**src/rtl/ping_trigger_pkg.sv**
```systemverilog
// Shared state encoding and constants for the acoustic ping trigger.
package ping_trigger_pkg;

  localparam int NCH = 4;

  typedef enum logic [2:0] {
    S_IDLE    = 3'd0,
    S_FILL    = 3'd1,
    S_ARMED   = 3'd2,
    S_CAPTURE = 3'd3,
    S_HOLDOFF = 3'd4
  } state_t;

  function automatic int unsigned MIDSCALE(int unsigned dw);
    return 32'd1 << (dw - 1);
  endfunction

endpackage

```
**src/rtl/sample_delay.sv**
```systemverilog
// Fixed-latency per-channel delay line; DEPTH cycles from din to dout.
module sample_delay #(
  parameter int DW    = 14,
  parameter int DEPTH = 66
) (
  input  logic          clk,
  input  logic          rst_n,
  input  logic [DW-1:0] din,
  output logic [DW-1:0] dout
);

  // No reset on the line itself so it maps onto shift/RAM primitives.
  logic [DW-1:0] line [DEPTH-1];

  always_ff @(posedge clk) begin
    line[0] <= din;
    for (int i = 1; i < DEPTH - 1; i++)
      line[i] <= line[i-1];
  end

  always_ff @(posedge clk or negedge rst_n) begin
    if (!rst_n) dout <= '0;
    else        dout <= line[DEPTH-2];
  end

endmodule

```
**src/rtl/ping_trigger.sv**
```systemverilog
// Threshold ping detector gating a pre-triggered record into storage.
module ping_trigger
  import ping_trigger_pkg::*;
#(
  parameter int DW        = 14,
  parameter int PRE_DEPTH = 64,
  parameter int CAP_LEN   = 4096,
  parameter int HOLDOFF   = 16384,
  parameter int MIN_RUN   = 2
) (
  input  logic          wrclk,
  input  logic          _mr,
  input  logic [DW-1:0] dinA,
  input  logic [DW-1:0] dinB,
  input  logic [DW-1:0] dinC,
  input  logic [DW-1:0] dinD,
  input  logic [DW-1:0] thresh,
  input  logic [3:0]    chan_mask,
  input  logic          arm,
  input  logic          force_trig,
  output logic [DW-1:0] doutA,
  output logic [DW-1:0] doutB,
  output logic [DW-1:0] doutC,
  output logic [DW-1:0] doutD,
  output logic          load,
  output logic          triggered,
  output logic [3:0]    trig_chan,
  output logic [2:0]    state_o
);

  localparam int LAT = PRE_DEPTH + 2;
  localparam int FW  = $clog2(LAT + 1);
  localparam int LW  = $clog2(CAP_LEN + 1);
  localparam int HW  = $clog2(HOLDOFF + 1);
  localparam int RW  = $clog2(MIN_RUN + 1);
  localparam logic [DW-1:0] MID = DW'(MIDSCALE(DW));

  // Async assert, release aligned to wrclk.
  logic rst_meta;
  logic rst_n;

  always_ff @(posedge wrclk or negedge _mr) begin
    if (!_mr) {rst_n, rst_meta} <= 2'b00;
    else      {rst_n, rst_meta} <= {rst_meta, 1'b1};
  end

  logic [DW-1:0] din  [NCH];
  logic [DW-1:0] dout [NCH];

  assign din[0] = dinA;
  assign din[1] = dinB;
  assign din[2] = dinC;
  assign din[3] = dinD;

  for (genvar c = 0; c < NCH; c++) begin : g_dly
    sample_delay #(
      .DW   (DW),
      .DEPTH(LAT)
    ) u_dly (
      .clk  (wrclk),
      .rst_n(rst_n),
      .din  (din[c]),
      .dout (dout[c])
    );
  end

  assign doutA = dout[0];
  assign doutB = dout[1];
  assign doutC = dout[2];
  assign doutD = dout[3];

  function automatic logic [DW-1:0] mag_of(logic [DW-1:0] s);
    return (s >= MID) ? s - MID : MID - s;
  endfunction

  logic [NCH-1:0] hit_d;
  logic [NCH-1:0] hit;

  always_comb begin
    hit_d = '0;
    for (int c = 0; c < NCH; c++)
      hit_d[c] = chan_mask[c] && (mag_of(din[c]) > thresh);
  end

  state_t        state;
  state_t        state_nxt;
  logic [FW-1:0] fill_cnt;
  logic [LW-1:0] len_cnt;
  logic [HW-1:0] hold_cnt;
  logic [RW-1:0] run;
  logic [RW-1:0] run_nxt;
  logic          det;
  logic          arm_q;

  always_comb begin
    run_nxt = '0;
    if (|hit)
      run_nxt = (run == RW'(MIN_RUN)) ? run : run + 1'b1;
  end

  assign det = (run_nxt == RW'(MIN_RUN));

  always_comb begin
    state_nxt = state;
    unique case (state)
      S_IDLE: begin
        if (arm) state_nxt = S_FILL;
      end
      S_FILL: begin
        if (!arm)                          state_nxt = S_IDLE;
        else if (fill_cnt == FW'(LAT - 1)) state_nxt = S_ARMED;
      end
      S_ARMED: begin
        if (!arm)                   state_nxt = S_IDLE;
        else if (det || force_trig) state_nxt = S_CAPTURE;
      end
      S_CAPTURE: begin
        if (len_cnt == LW'(CAP_LEN - 1)) state_nxt = S_HOLDOFF;
      end
      S_HOLDOFF: begin
        if (hold_cnt == HW'(HOLDOFF - 1))
          state_nxt = arm ? S_ARMED : S_IDLE;
      end
      default: state_nxt = S_IDLE;
    endcase
  end

  always_ff @(posedge wrclk or negedge rst_n) begin
    if (!rst_n) begin
      state     <= S_IDLE;
      hit       <= '0;
      run       <= '0;
      fill_cnt  <= '0;
      len_cnt   <= '0;
      hold_cnt  <= '0;
      arm_q     <= 1'b0;
      triggered <= 1'b0;
      trig_chan <= '0;
    end else begin
      state    <= state_nxt;
      hit      <= hit_d;
      arm_q    <= arm;
      run      <= (state == S_ARMED) ? run_nxt : '0;
      // Each counter restarts from zero whenever its state is entered.
      fill_cnt <= (state == S_FILL && state_nxt == S_FILL)
                  ? fill_cnt + 1'b1 : '0;
      len_cnt  <= (state == S_CAPTURE && state_nxt == S_CAPTURE)
                  ? len_cnt + 1'b1 : '0;
      hold_cnt <= (state == S_HOLDOFF && state_nxt == S_HOLDOFF)
                  ? hold_cnt + 1'b1 : '0;
      if (state == S_ARMED && state_nxt == S_CAPTURE) begin
        triggered <= 1'b1;
        trig_chan <= det ? hit : '0;
      end else if (arm && !arm_q) begin
        triggered <= 1'b0;
      end
    end
  end

  assign load    = (state == S_CAPTURE);
  assign state_o = state;

endmodule

```
**config.mk**
```make
export PLATFORM = sky130hd
export DESIGN_NAME = ping_trigger
export DESIGN_NICKNAME = d
export VERILOG_FILES = /design/src/rtl/ping_trigger_pkg.sv /design/src/rtl/sample_delay.sv /design/src/rtl/ping_trigger.sv
export SDC_FILE = /design/constraint.sdc
export NUM_CORES = 2
export LEC_CHECK = 0
export ABC_AREA = 0
export CAP_MARGIN = 10
export CELL_PAD_IN_SITES_DETAIL_PLACEMENT = 1
export CELL_PAD_IN_SITES_GLOBAL_PLACEMENT = 1
export CORE_MARGIN = 2
export CORE_UTILIZATION = 40
export DETAILED_ROUTE_END_ITERATION = 16
export PLACE_DENSITY_LB_ADDON = 0.1
export SYNTH_ARGS = -nofsm -noshare
export SYNTH_HDL_FRONTEND = slang
export SYNTH_SLANG_ARGS = --single-unit
```
**constraint.sdc**
```tcl
create_clock -name wrclk -period 3.1 [get_ports wrclk]
set_input_delay 0.465 -clock wrclk [delete_from_list [all_inputs] [get_ports wrclk]]
set_output_delay 0.465 -clock wrclk [all_outputs]
set_load 0.01 [all_outputs]
```
* Yosys cells after proc, flatten, opt, wreduce, memory -nomap -nowiden
Memories as Yosys holds them, arrays and structs flattened. A register that Yosys moved wholly into a read port is not among the register bits. Cells that the tools add are included.
Operators by class: $add $sub $neg 12, multiplexer cells 22, order comparisons 8, reduce and logical (&&, ||, !) cells 18, equality and inequality tests 12
Operator list (number):
- 14-bit >= comparator, second input constant | 4
- 14-bit greater-than comparator | 4
- 14-bit 2-to-1 mux | 4
- 14-bit subtractor, first input constant | 4
- 14-bit subtractor, second input constant | 4
- 3-bit 2-to-1 mux | 7
- 15-bit by 1-bit adder with 15-bit output, second input constant | 1
- 15-bit by 14-bit == test with 1-bit output, second input constant | 1
- 15-bit 2-to-1 mux | 1
- 3-bit one-hot mux with 5 select lines | 1
- 13-bit by 1-bit adder with 13-bit output, second input constant | 1
- 13-bit by 12-bit == test with 1-bit output, second input constant | 1
- 13-bit 2-to-1 mux | 1
- 3-bit by 2-bit == test with 1-bit output, second input constant | 3
- 1-bit logical AND | 9
- 2-bit 2-to-1 mux | 4
- 7-bit by 1-bit adder with 7-bit output, second input constant | 1
- 7-bit == test, second input constant | 1
- 7-bit 2-to-1 mux | 1
- 3-bit by 1-bit == test with 1-bit output, second input constant | 2
- 3-bit == test, second input constant | 2
- 1-bit logical NOT | 5
- 2-bit == test, second input constant | 2
- 4-bit 2-to-1 mux | 1
- 6 further kinds | 7
Word-level totals: output and inout port bits 65, memories kept 4, word-level logic and storage cells 87, memory bits (writable) 3640, flip-flop bits (word level) 52, input bits 78
Memories:
- g_dly[0].u_dly.line | words 65, width 14, read ports 65, clocked after memory_dff 1, wr ports 65, RTL line sample_delay.sv:13 | logic [DW-1:0] line [DEPTH-1];
- g_dly[1].u_dly.line | words 65, width 14, read ports 65, clocked after memory_dff 1, wr ports 65, RTL line sample_delay.sv:13
- g_dly[2].u_dly.line | words 65, width 14, read ports 65, clocked after memory_dff 1, wr ports 65, RTL line sample_delay.sv:13
- g_dly[3].u_dly.line | words 65, width 14, read ports 65, clocked after memory_dff 1, wr ports 65, RTL line sample_delay.sv:13

* Depth between registers and ports, before layout
depth in word-level cells 11, depth in mapped cells 12, mapped depth without buffers 12

* Hierarchy
Synthesis repeated with hierarchy kept, for this count alone.
Second synthesis, totals: cells, all modules 4230, area, all modules 78829.4 µm²
Modules (own cells, without submodules):
- sample_delay | sequential area each 18567.8 µm², area an instance 18567.8 µm², cells an instance 924, times used 4
- ping_trigger | sequential area each 1301.2 µm², area an instance 4558.1 µm², cells an instance 534, times used 1

* Least setup slack after synthesis
Ideal clock, no wire load.
kind input-to-reg, start point in dinB[7], end point reg hit[1], data required time 2.975 ns, setup time 0.125 ns, path slack 0.538 ns, buffers on the path 0, stages on the path 11, arrival 2.437 ns, path through or3_1 > or3_1 > nor2_1 > nor2_1 > xor2_1 > ha_1 > and3_1 > nand4_1 > o21ai_0 > a311oi_1 > nor2_1
Between the ends: longest elaborated chain between the ends 4, elaborated cells on any way between the ends 6, those cells by class add/sub (2); order compare (2); mux (1); reduce/logical (1)
RTL lines:
- start, declared | RTL line ping_trigger.sv:14 | input logic [DW-1:0] dinB,
- 14-bit subtractor or 14-bit >= comparator (tied branches) | RTL line ping_trigger.sv:73 | return (s >= MID) ? s - MID : MID - s;
- 14-bit 2-to-1 mux * | RTL line ping_trigger.sv:73
- 14-bit greater-than comparator * | RTL line ping_trigger.sv:82 | hit_d[c] = chan_mask[c] && (mag_of(din[c]) > thresh);
- 1-bit logical AND * | RTL line ping_trigger.sv:82
- net hit_d[1] | RTL line ping_trigger.sv:76 | logic [NCH-1:0] hit_d;
- end signal, assigned | RTL line ping_trigger.sv:141 | hit <= hit_d;
- end, declared | RTL line ping_trigger.sv:77 | logic [NCH-1:0] hit;
The timed path passes the listed nets; every way through them passes the cells marked *. A chain may end at the register's enable or synchronous reset.

* Worst setup path after layout
start point reg state[2], in the netlist state_o[2], end point out load
Between the ends: longest elaborated chain between the ends 1
RTL lines:
- start, declared | RTL line ping_trigger.sv:85 | state_t state;
- start signal, assigned | RTL line ping_trigger.sv:140 | state <= state_nxt;
- 3-bit by 2-bit == test with 1-bit output | RTL line ping_trigger.sv:160 | assign load = (state == S_CAPTURE);
- end, declared | RTL line ping_trigger.sv:25 | output logic load,
No other way between the ends.

==> flow_summary.toml <==
[routing]
dr.pass1.iters = 4
ant_nets = 0
via_per_inst = 3.77
drc = 0
drt-initial-drc-count = 830
wl_per_cell_um = 11.4
num_vias = 29100
drt-total-wl_um = 87800

[worst_setup_path]
critPathLaunchType = "flip-flop"
critPathArrivalTime_ps = 2240
r2r_start = "hit[0]"
end_kind = "output pin"
required_ps = 2630
cp_max_fo = 5
r2r_end = "trig_chan[1]"
ff2ff_path_depth = 5
critical_path_class = "flip-flop to output pin"
ff2ff_setup_slack_ps = 890

[timing]
fin_worst_skew_ps = 50.2
max_freq_ghz = 0.370
rsz0062_at_grt = "no"
hold_violations = 0
period_share_pct = 87.3
maxSlewHeadroom_pct = 46.7
setup_viol = 0
tightest_slew_ps = 799
period_needed_ps = 2710
finalMaxSlewViolations = 0
setup_tns_ps = 0
holdWs_ps = 105

[cts]
h-tree-depth = 5
clockRootBuffer = "clkbuf_16"
cts_resized = 0
cts_max_path_buffers = 4
cts_buffers = 360
clkSinkCount = 3748
path_clk_slew_ps = 60
cts_tree = "done"
clock_latency_ps = 920

[placed_design]
place_congestion = 0.719
dp_hpwl_um = 48200
dp.cells = 7076
port_buffers = 142

[power_and_ir_drop]
ir_worst_vdd_mv = 0.528
p_total_mw = 93.4
pwr_density_cell_nw_per_um2 = 972
power.leakage_nw = 40.2

[worst_hold_path]
hold_depth = 1
hold_path_class = "input port to flip-flop"
hold_start = "dinC[0]"
holdPathEnd = "g_dly[2].u_dly.line[0][0]"

[synthesis]
synth.most_common_cell = "dfxtp_1"
async_flop_share_pct = 2.88
ys.flop_type = "dfxtp_1"
synthTopCellsByArea = "dfxtp_1, dfrtp_1, ha_1"
synth-seq-cells = 3748
syn-num-nets = 4367
synth_edf_count = 0
synth_cells = 4224
synth_area_leader_cell = "dfxtp_1"
ys_types = 51
postSynthAreaPerCell_um2 = 18.7
yosysWarnings = 0
synth-seq-area-share_pct = 95.9
yosys-top-cells-count = "dfxtp_1, dfrtp_1, nor2_1, ha_1, xor2_1"
syn_area_um2 = 78800
synth.top_cell.area_share_pct = 92.4

[cells_and_area]
area_delta_synth_final_pct = 21.8
fin_cells = 7711
drive_above_1_share_pct = 12.8
fin_nets = 4958

[global_routing]
grt_usage_pct = 8.92
grt_overflow = 0
grt_pass1_vias = 29600
antenna_found_initial = 6
grt_pass1_wl_um = 142000
grt_max_degree = 86

[die]
die-width_um = 448
die_h_um = 448
core_um2 = 195000
num_rows = 162
pin_count = 143
die-area_um2 = 201000
initial_utilization_pct = 40.3

[run]
drv_cap = 0

[run_status]
status = "finished, final reports clean"
==> report_power, final <==
group          leakage, nW  switching [mW]  internal, mW
Combinational         2.46           0.372         0.327
Sequential            31.9           0.393          50.1
Clock                 5.85            16.5          25.6
Total                 40.2            17.3          76.1
==> cells by family after synthesis <==
family          count (synthesis)  share of synthesized area, %
compound gates                 86                         0.660
xor+xnor                       71                         0.789
fa+ha+maj                      65                          1.03
buf+inv                        43                         0.229
flops                        3748                          95.9
mux                             8                         0.133
other cells                     1                       0.00476
simple gates                  202                          1.30
==> flip-flops by register name, summed over array words and instances, names as in the netlist <==
name	count
run	2
g_dly.u_dly.dout	56
fill_cnt	7
state_o	3
rst_meta	1
g_dly.u_dly.line	3640
rst_n	1
hit	4
arm_q	1
len_cnt	13
hold_cnt	15
triggered	1
trig_chan	4
==> cell usage in the layout, fill, tap and decap left out, drive strengths merged, types with 4 or more instances in the layout <==
cell type / n
a21o: 6
a21oi: 46
and2: 6
and3: 15
buf: 94
bufinv: 21
clkbuf: 541
clkdlybuf4s50: 142
clkinv: 57
dfrtp: 108
dfxtp: 3640
ha: 65
inv: 45
mux2: 8
nand2: 24
nand2b: 4
nand3: 18
nand4: 9
nor2: 76
nor3: 22
nor3b: 4
nor4: 5
o211ai: 4
o21ai: 9
or3: 4
xnor2: 20
xor2: 51
==> how the worst max path moves through the flow <==
stage / start / end / slack [ps] / cells past startpoint
global route: state_o[1] / load / 180 / 3
finish: state_o[2] / load / 390 / 3
global placement: dinA[1] / hit[0] / -360 / 14
floorplan: dinB[7] / hit[1] / 540 / 11
CTS: state_o[1] / load / 240 / 3
detailed placement: dinB[0] / hit[1] / -390 / 14
==> layout make-up <==
type / count / area, um^2
Timing Repair Buffer: 237 / 2150
Multi-Input combinational cell: 433 / 3090
Clock inverter: 90 / 1080
Clock buffer: 541 / 10700
Tap cell: 2624 / 3280
Fill cell: 18000 / 99300
Sequential cell: 3748 / 75600
Antenna cell: 3 / 7.51
Inverter: 35 / 131
==> timing repair <==
| action | CTS | global route |
|---|---|---|
| endpoints found under the hold margin | 2 | 0 |
| endpoints found under the setup margin | 0 | 0 |
| buffers inserted | 0 | 0 |
| hold buffers | 1 | 0 |
==> worst max-delay path, cell delays in order, from the launching register on <==
cell and delay, ps:
dfrtp_1 430, nand3b_1 220, inv_1 110, clkdlybuf4s50_1 560
==> routing by layer <==
metal,track usage [%],share of wire [%],up-vias,wire (um)
met2,14.6,47,566,41200
met5,0,0.027,-,24
met3,3.45,7.0,293,6130
met1,9.77,42,13700,36800
met4,5.35,4.3,6,3740
li1,-,-,14500,-
==> metrics by stage <==
step	cell area [um^2]	setup slack, ps	util [%]
2_1_floorplan	78800	538	-
3_3_place_gp	84200	-355	43.1
3_5_place_dp	84200	-393	43.1
4_1_cts	96100	239	49.2
5_1_grt	96100	177	49.2
6_report	96100	394	49.2
(Power assumes the default switching activity.)
